--- src/rtl/imm_ext_pkg.sv ---
// rtl/imm_ext_pkg.sv - shared immediate-mode and occupancy encodings for decode/execute
package imm_ext_pkg;

    typedef enum logic [1:0] {
        IMM_ZERO  = 2'd0,
        IMM_SIGN  = 2'd1,
        IMM_UPPER = 2'd2,
        IMM_SHIFT = 2'd3
    } imm_mode_e;

    // Occupancy of the output/skid register pair
    typedef logic [1:0] occ_state_t;
    localparam occ_state_t OCC_EMPTY = 2'd0;
    localparam occ_state_t OCC_ONE   = 2'd1;
    localparam occ_state_t OCC_FULL  = 2'd2;

endpackage

--- src/rtl/imm_ext_core.sv ---
// rtl/imm_ext_core.sv - combinational immediate extender (zero/sign/upper/shift-amount)
module imm_ext_core
    import imm_ext_pkg::*;
#(
    parameter int IN_W    = 8,
    parameter int OUT_W   = 16,
    parameter int SHAMT_W = 4
) (
    input  logic [IN_W-1:0]  imm,
    input  logic [1:0]       mode,
    output logic [OUT_W-1:0] ext
);

    if (IN_W < 2 || IN_W >= OUT_W) begin : g_bad_in_w
        $error("imm_ext_core: IN_W must satisfy 2 <= IN_W < OUT_W");
    end
    if (SHAMT_W < 1 || SHAMT_W > IN_W) begin : g_bad_shamt_w
        $error("imm_ext_core: SHAMT_W must satisfy 1 <= SHAMT_W <= IN_W");
    end

    always_comb begin
        ext = '0;
        case (imm_mode_e'(mode))
            IMM_ZERO:  ext = {{(OUT_W-IN_W){1'b0}}, imm};
            IMM_SIGN:  ext = {{(OUT_W-IN_W){imm[IN_W-1]}}, imm};
            IMM_UPPER: ext = {imm, {(OUT_W-IN_W){1'b0}}};
            // Only the low SHAMT_W bits form the shift amount; the rest are ignored
            IMM_SHIFT: ext = {{(OUT_W-SHAMT_W){imm[SHAMT_W-1]}}, imm[SHAMT_W-1:0]};
            default:   ext = '0;
        endcase
    end

endmodule

--- src/rtl/imm_extend_pipe.sv ---
// rtl/imm_extend_pipe.sv - immediate extender with registered-ready two-entry skid buffer
module imm_extend_pipe
    import imm_ext_pkg::*;
#(
    parameter int IN_W    = 8,
    parameter int OUT_W   = 16,
    parameter int SHAMT_W = 4,
    parameter int TAG_W   = 4
) (
    input  logic             clk,
    input  logic             reset,
    input  logic             flush,
    input  logic             in_valid,
    output logic             in_ready,
    input  logic [IN_W-1:0]  in_imm,
    input  logic [1:0]       in_mode,
    input  logic [TAG_W-1:0] in_tag,
    output logic             out_valid,
    input  logic             out_ready,
    output logic [OUT_W-1:0] out_data,
    output logic [TAG_W-1:0] out_tag
);

    if (TAG_W < 1) begin : g_bad_tag_w
        $error("imm_extend_pipe: TAG_W must be at least 1");
    end

    occ_state_t       state_q, state_d;
    logic             in_ready_q;
    logic [OUT_W-1:0] or_data_q, or_data_d, sk_data_q, sk_data_d;
    logic [TAG_W-1:0] or_tag_q, or_tag_d, sk_tag_q, sk_tag_d;
    logic [OUT_W-1:0] ext;
    logic             accept, transfer;

    // Extension happens once at accept; SK holds already-extended data
    imm_ext_core #(
        .IN_W    (IN_W),
        .OUT_W   (OUT_W),
        .SHAMT_W (SHAMT_W)
    ) u_core (
        .imm  (in_imm),
        .mode (in_mode),
        .ext  (ext)
    );

    assign accept    = in_valid & in_ready_q;
    assign transfer  = out_valid & out_ready;
    assign in_ready  = in_ready_q;
    assign out_valid = (state_q != OCC_EMPTY);
    assign out_data  = or_data_q;
    assign out_tag   = or_tag_q;

    always_comb begin
        state_d   = state_q;
        or_data_d = or_data_q;
        or_tag_d  = or_tag_q;
        sk_data_d = sk_data_q;
        sk_tag_d  = sk_tag_q;
        case (state_q)
            OCC_EMPTY: begin
                if (accept) begin
                    state_d   = OCC_ONE;
                    or_data_d = ext;
                    or_tag_d  = in_tag;
                end
            end
            OCC_ONE: begin
                if (accept && transfer) begin
                    or_data_d = ext;
                    or_tag_d  = in_tag;
                end else if (accept) begin
                    state_d   = OCC_FULL;
                    sk_data_d = ext;
                    sk_tag_d  = in_tag;
                end else if (transfer) begin
                    state_d = OCC_EMPTY;
                end
            end
            OCC_FULL: begin
                if (transfer) begin
                    state_d   = OCC_ONE;
                    or_data_d = sk_data_q;
                    or_tag_d  = sk_tag_q;
                end
            end
            default: state_d = OCC_EMPTY;
        endcase
        // Flush wins over any concurrent accept or transfer
        if (flush) begin
            state_d = OCC_EMPTY;
        end
    end

    always_ff @(posedge clk) begin
        if (reset) begin
            state_q    <= OCC_EMPTY;
            in_ready_q <= 1'b1;
            or_data_q  <= '0;
            or_tag_q   <= '0;
            sk_data_q  <= '0;
            sk_tag_q   <= '0;
        end else begin
            state_q    <= state_d;
            in_ready_q <= (state_d != OCC_FULL);
            or_data_q  <= or_data_d;
            or_tag_q   <= or_tag_d;
            sk_data_q  <= sk_data_d;
            sk_tag_q   <= sk_tag_d;
        end
    end

endmodule

--- config.mk ---
export PLATFORM = sky130hd
export DESIGN_NAME = imm_extend_pipe
export DESIGN_NICKNAME = d
export VERILOG_FILES = /design/src/rtl/imm_ext_pkg.sv /design/src/rtl/imm_ext_core.sv /design/src/rtl/imm_extend_pipe.sv
export SDC_FILE = /design/constraint.sdc
export NUM_CORES = 1
export LEC_CHECK = 0
export CORE_AREA = 2 2 55 82
export DETAILED_ROUTE_END_ITERATION = 8
export DIE_AREA = 0 0 57 84
export DONT_BUFFER_PORTS = 1
export MAX_ROUTING_LAYER = met4
export SYNTH_ARGS = -nofsm -noshare
export SYNTH_HDL_FRONTEND = slang
export SYNTH_HIERARCHICAL = 1
export SYNTH_SLANG_ARGS = --single-unit
--- constraint.sdc ---
create_clock -name clk -period 3.4 [get_ports clk]
set_input_delay 1.02 -clock clk [delete_from_list [all_inputs] [get_ports clk]]
set_output_delay 1.02 -clock clk [all_outputs]
set_load 0.01 [all_outputs]
==> results.ini, run 1 <==
[clock_network]
cts_hold_buf = 0
cts-root-buf = clkbuf_8
cts_resized = 0
clk_latency_ns = 0.29
cts_setup_buffers = 0
cts_tree = built
path_clk_slew_ns = 0.07
h-tree-depth = 2
cts-buffers-inserted = 5
clock_sinks = 43
cts_buffer_depth = 2

[power_and_ir_drop]
powerDensity_nw_per_um2 = 490
p_leak_uw = 0.000822
ir_worst_vdd_mv = 0.315

[timing]
max_freq_mhz = 481
min_period_ns = 2.08
fin_ws_ns = 1.32
hold_viol_final = 0
rsz0062_at_grt = no
setup_violations = 0
tightest_slew_ns = 1.04
slew_headroom = 0.304
final_max_slew_viol_count = 0
tns_ns = 0
post-route-period-util = 0.611
clock-skew-final_ns = 0.00463

[finish]
layout.nets = 238
antenna_cells = 0
syn2layout_area_growth_pct = 4.82
stdcell_count = 265
layout_commonest_cell = dfxtp_1
final_cell_mix = dfxtp_1, nand2_1, a21oi_1, nor2_1, mux2i_1
drive_gt1_frac = 0.0594

[synth]
synth_cell_types = 28
avgSynthCellArea_sq_um = 8.73
yosys.area.top_type = dfxtp_1
syn_nets = 245
ys_seq_area_frac = 0.437
synth-seq-cells = 43
yosys_warnings = 6
netlist_top_cells_area = dfxtp_1, mux2_1, mux2i_1
yosysTopAreaCellShare = 0.437
syn_inst = 226
synth.cell_area_sq_um = 1970

[drt]
vias = 1424
drt_pass1_iterations = 4
wl_mm = 3.78
ant_nets = 0
drt_iter0_drc = 63
routedWlPerCell_um = 14.2
avgViaCountPerCell = 5.37
route.detailed.drc = 0

[die]
dieWidth_um = 57
start_util = 0.477
io_pins = 41
fp.dieArea_sq_um = 4790
die_h_um = 84
rows = 29
coreArea_sq_um = 4140

[placed_design]
gp_congestion = 0.870
dp_cells = 258
hpwl_mm = 2.60
preCtsSetupSlack_ns = 1.00
numPortBuffers = 0

[worst_hold_path]
worstHoldPathType = flop to flop

[critical_path]
cp_cell_sequence = nand2b_1, a31oi_4, buf_4, mux2i_1, nor2_1
path_max_fanout = 11
cpPeakStageDelay_ns = 0.47
worstSetupStartpointType = input pin
path_class = input pin to flop
slowest_stage = a31oi_4
crit_required_ns = 3.59
worstSetupEndpointType = flop
arrival_ns = 2.26

[global_routing]
grt_pass1_vias = 1368
antenna_found_initial = 0
grt_pass1_wl_mm = 6.38
overflow = 0
track_usage = 0.173
grt_max_degree = 43

[job]
cap_violations = 0

[status]
outcome = finished, final reports clean

==> sequential cells by signal (all words and copies together), names as in the netlist <==
register   cells
sk_data_q     16
out_tag        4
in_ready       1
sk_tag_q       4
out_data      16
state_q        2
==> per-layer routing <==
| layer | track usage | wire [um] |
|---|---|---|
| met1 | 0.214 | 1710 |
| met2 | 0.270 | 1850 |
| met3 | 0.0450 | 155 |
| met4 | 0.0634 | 62 |
| met5 | - | 0 |
==> final timing paths <==
check | cells after the start | startpoint | end | slack, ns
worst min-delay path | 2 | sk_data_q[5] | sk_data_q[5] | 0.45
worst max register to register | 4 | state_q[0] | out_data[7] | 1.47
worst max-delay path | 5 | out_ready | out_data[3] | 1.32
worst min register to register | 2 | sk_data_q[5] | sk_data_q[5] | 0.45
==> worst max-delay path, delay by kind of cell <==
kind | cells | cell delay, ns
multiplexers | 1 | 0.21
AND/OR/NAND/NOR | 2 | 0.24
buffers and inverters | 1 | 0.32
AO/OA/AOI/OAI | 1 | 0.47
==> cell usage after synthesis, drive strengths merged <==
master   number
nand2        42
nor2         21
nand3b        1
nand2b        3
inv          10
dfxtp        43
nand3         3
a2111oi       1
o31ai         1
or2           2
mux2         20
o22ai         7
and2          2
and3b         1
o21ai         5
buf          12
nor3          1
mux2i        21
a31oi         1
clkbuf        4
a21oi        25
==> stage by stage <==
stage | cell area [sq um] | utilization | hold slack [ns] | power (uW)
after floorplan | 1970 | - | 0.432 | 637
after global placement | 1960 | 0.475 | 0.432 | 642
after detailed placement | 1960 | 0.475 | 0.436 | 644
after CTS | 2070 | 0.500 | 0.446 | 1020
after global routing | 2070 | 0.500 | 0.464 | 1060
final | 2070 | 0.500 | 0.446 | 1010
==> cell type report <==
type / count / area [sq um]
Clock buffer: 6 / 72.6
Clock inverter: 1 / 30.0
Timing Repair Buffer: 2 / 15.0
Sequential cell: 43 / 861
Multi-Input combinational cell: 157 / 993
Fill cell: 436 / 2070
Inverter: 10 / 37.5
Tap cell: 46 / 57.6
==> logic make-up after synthesis <==
logic type             Yosys count  synth area share
AND/OR/NAND/NOR                 76             0.161
flip-flops                      43             0.437
AO/OA/AOI/OAI                   40             0.116
buffers and inverters           26            0.0641
multiplexers                    41             0.223
==> where the power goes <==
part,switching (uW),internal (uW),total [uW]
logic,47.6,42.8,90.4
clock network,166,215,382
registers,18.1,522,540
total,232,780,1010
Power figures use the tool's default switching activity.
==> run 2: changes to the inputs <==
clock period = 2.15 ns   (was 3.4 ns; I/O delays follow)
==> results.ini, run 2 (same netlist as run 1, synthesis figures left out) <==
[critical_path]
critPathBufInv = 0
crit_required_ns = 1.50
path_max_fanout = 6
crit_cells = 1
reg2reg_depth = 4
worstSetupEndpointType = output pin
worstSetupStartpointType = flop
arrival_ns = 0.98
cp_cell_sequence = or2_2
path_class = flop to output pin
cpPeakStageDelay_ns = 0.35
slowest_stage = dfxtp_1
cp_top_family = flip-flops

[power_and_ir_drop]
p_leak_uw = 0.000821
seqPwrFrac = 0.571
ir_worst_vdd_mv = 0.468
clkPwrFrac = 0.332
power.internal_uw = 1120
p_sw_uw = 376
pwr-share-comb = 0.097
swShare = 0.251
powerDensity_nw_per_um2 = 726

[worst_hold_path]
whs_path_depth = 1
worstHoldPathType = input pin to flop

[die]
rows = 29
start_util = 0.477
coreArea_sq_um = 4140
die_h_um = 84
fp.dieArea_sq_um = 4790
io_pins = 41
dieWidth_um = 57

[timing]
clock-skew-final_ns = 0.00502
slew_headroom = 0.543
post-route-period-util = 0.755
rsz0062_at_grt = no
max_freq_mhz = 616
min_period_ns = 1.62
tightest_slew_ns = 0.685
final_max_slew_viol_count = 0
hold_viol_final = 0
setup_violations = 0
tns_ns = 0

[clock_network]
h-tree-depth = 2
cts_resized = 0
clk_latency_ns = 0.30
cts-root-buf = clkbuf_8
cts_buffer_depth = 2
cts-buffers-inserted = 5
clock_sinks = 43
path_clk_slew_ns = 0.08
cts_hold_buf = 0
cts_setup_buffers = 0
cts_tree = built

[finish]
layout.nets = 240
fin_util = 0.499
stdcell_area_sq_um = 2060
syn2layout_area_growth_pct = 4.70
layout_commonest_cell = dfxtp_1
final_cell_mix = dfxtp_1, nand2_1, a21oi_1, nor2_1, mux2i_1
antenna_cells = 0
drive_gt1_frac = 0.0721

[job]
cap_violations = 0

[drt]
ant_nets = 0
avgViaCountPerCell = 5.40
vias = 1448
route.detailed.drc = 0
drt_iter0_drc = 66
wl_mm = 3.84
drt_pass1_iterations = 4
routedWlPerCell_um = 14.3

[global_routing]
antenna_found_initial = 0
track_usage = 0.173
grt_pass1_vias = 1334
grt_pass1_wl_mm = 6.27
overflow = 0
grt_max_degree = 43

[placed_design]
hpwl_mm = 2.62
numPortBuffers = 0
post_dp_cell_area_sq_um = 1980
gp_congestion = 0.845

[status]
outcome = finished, final reports clean

[run 2: changes by cell type in the layout (fill, tap and decap cells not counted)]
cell,before,now
buf_4,2,4
bufinv_16,1,0
clkinv_2,0,1
clkinvlp_4,0,1
[run 2: power by group through the flow]
stage	logic [uW]	clock network [uW]	registers [uW]
finish	145	498	855
global route	163	557	858
CTS	147	521	855
detailed placement	146	0	874
global placement	144	0	874
floorplan	139	0	869
[run 2: final timing paths]
kind                              startpoint            end  slack [ns]
worst max register to register    state_q[1]  sk_data_q[12]        0.66
worst min-delay path                   reset     out_tag[0]        0.41
worst max-delay path              state_q[1]      out_valid        0.53
worst min register to register  sk_data_q[0]   sk_data_q[0]        0.45
[run 2: per-layer routing]
metal,vias to the layer above,GRT usage,wire length [um]
met5,-,-,0
met4,0,0.0825,77
met3,7,0.0465,171
met2,26,0.254,1830
met1,670,0.218,1750
li1,745,-,-
[run 2: area by class of cell]
class	instances	area [sq um]
Clock inverter	2	12.5
Multi-Input combinational cell	157	993
Tap cell	46	57.6
Sequential cell	43	861
Inverter	10	37.5
Timing Repair Buffer	4	30.0
Fill cell	442	2070
Clock buffer	6	72.6
[run 2: per-stage QoR]
stage / hold slack (ns) / setup slack [ns] / std cells / power, uW
finish: 0.409 / 0.527 / 268 / 1500
global route: 0.388 / 0.466 / 268 / 1580
CTS: 0.393 / 0.519 / 268 / 1520
detailed placement: 0.437 / 0.367 / 260 / 1020
global placement: 0.431 / 0.372 / 260 / 1020
floorplan: 0.432 / 0.495 / 226 / 1010
==> run 3: changes to the inputs <==
PLACE_DENSITY = 0.66   (was default)
clock period = 1.4 ns   (was 2.15 ns; I/O delays follow)
==> results.ini, run 3 (same netlist as run 1, synthesis figures left out) <==
[critical_path]
worstSetupStartpointType = flop
r2r_start = state_q[1]
crit_required_ns = 0.98
path_max_fanout = 6
cp_cell_sequence = or2_4
path_class = flop to output pin
worstSetupEndpointType = output pin
cp_top_family = flip-flops
slowest_stage = dfxtp_4
cp-startpoint = state_q[1]
critPathBufInv = 0
arrival_ns = 0.92
cpPeakStageDelay_ns = 0.37

[finish]
fillerInstances = 391
drive_gt1_frac = 0.122
stdcell_count = 276
layout_commonest_cell = nand2_1
syn2layout_area_growth_pct = 12.7
antenna_cells = 0
final_cell_mix = nand2_1, dfxtp_1, a21oi_1, nor2_1, mux2i_1
layout.nets = 248

[global_routing]
grt_pass1_wl_mm = 6.50
overflow = 0
grt_max_degree = 43
antenna_found_initial = 0
track_usage = 0.175
grt_pass1_vias = 1354

[timing]
clock-skew-final_ns = 0.00809
post-route-period-util = 0.954
tightest_slew_ns = 0.331
setup_violations = 0
hold_ws_ns = 0.189
final_max_slew_viol_count = 0
slew_headroom = 0.777
rsz0062_at_grt = no
max_freq_mhz = 748
min_period_ns = 1.34
hold_viol_final = 0

[die]
coreArea_sq_um = 4140
rows = 29
start_util = 0.477
dieWidth_um = 57
fp.dieArea_sq_um = 4790
io_pins = 41
die_h_um = 84

[drt]
drt_pass1_iterations = 4
route.detailed.drc = 0
drt_iter0_drc = 63
avgViaCountPerCell = 5.32
wl_mm = 4.02
vias = 1469
routedWlPerCell_um = 14.6
ant_nets = 0

[placed_design]
gp_congestion = 0.837
numPortBuffers = 0
hpwl_mm = 2.72
dp_cells = 267

[clock_network]
cts-root-buf = clkbuf_8
cts_setup_buffers = 0
cts_hold_buf = 0
clock_sinks = 43
path_clk_slew_ns = 0.08
cts-buffers-inserted = 5
clk_latency_ns = 0.29
h-tree-depth = 2
cts_buffer_depth = 2
cts_tree = built

[power_and_ir_drop]
total_power_uw = 2340
p_leak_uw = 0.000892
powerDensity_nw_per_um2 = 1050
ir_worst_vdd_mv = 0.672

[job]
cap_violations = 0

[worst_hold_path]
worstHoldPathType = input pin to flop
worstHoldStart = flush

[status]
outcome = finished, final reports clean

## run 3: per-layer routing
metal | GRT usage | up-vias | part of all wire
met1 | 0.229 | 674 | 0.43
met5 | - | - | 0
li1 | - | 762 | -
met2 | 0.261 | 29 | 0.51
met3 | 0.0481 | 4 | 0.054
met4 | 0.0571 | 0 | 0.0099
## run 3: worst register-to-register path, stage by stage, from the launching register on
cell and delay [ns]:
dfxtp_4 0.37, and3b_1 0.21, a31oi_4 0.22, buf_12 0.19, mux2i_1 0.19, nor2_1 0.05
## run 3: through the flow
stage	setup WS [ns]	cell area (sq um)	setup TNS (ns)	util
2_1_floorplan	0.00715	1990	0	-
3_3_place_gp	-0.0329	2090	-0.318	0.505
3_5_place_dp	-0.0561	2090	-0.577	0.505
4_1_cts	0.0117	2180	0	0.528
5_1_grt	0.00353	2220	0	0.537
6_report	0.0639	2220	0	0.537
## run 3: what timing repair did
action / CTS / global route
cloned: 0 / 1
pin swaps: 0 / 1
gates resized for setup: 2 / 5
setup endpoints to repair: 3 / 11
## run 3: report_power, final
part	switching [uW]	leakage, uW	internal (uW)	total (uW)
sequential	44.8	0.000351	1270	1310
clock	429	0.0000402	347	776
combinational	124	0.000501	133	258
total	598	0.000892	1750	2340
## run 3: area by class of cell
| class | instances | area, sq um | area share |
|---|---|---|---|
| well taps | 46 | 57.6 | 0.0259 |
| flip-flops and latches | 43 | 868 | 0.391 |
| repair buffers | 12 | 158 | 0.0709 |
| inverters | 10 | 37.5 | 0.0169 |
| multi-input cells | 157 | 1010 | 0.456 |
| clock buffers | 5 | 68.8 | 0.0310 |
| clock inverters | 3 | 20.0 | 0.00901 |
## run 3: worst paths after layout
path                       end  cells past startpoint  slack, ns
setup / recovery     out_valid                      1       0.06
hold / removal      state_q[0]                      1       0.19
setup reg to reg    out_tag[3]                      5       0.08
hold reg to reg   sk_data_q[5]                      2       0.45
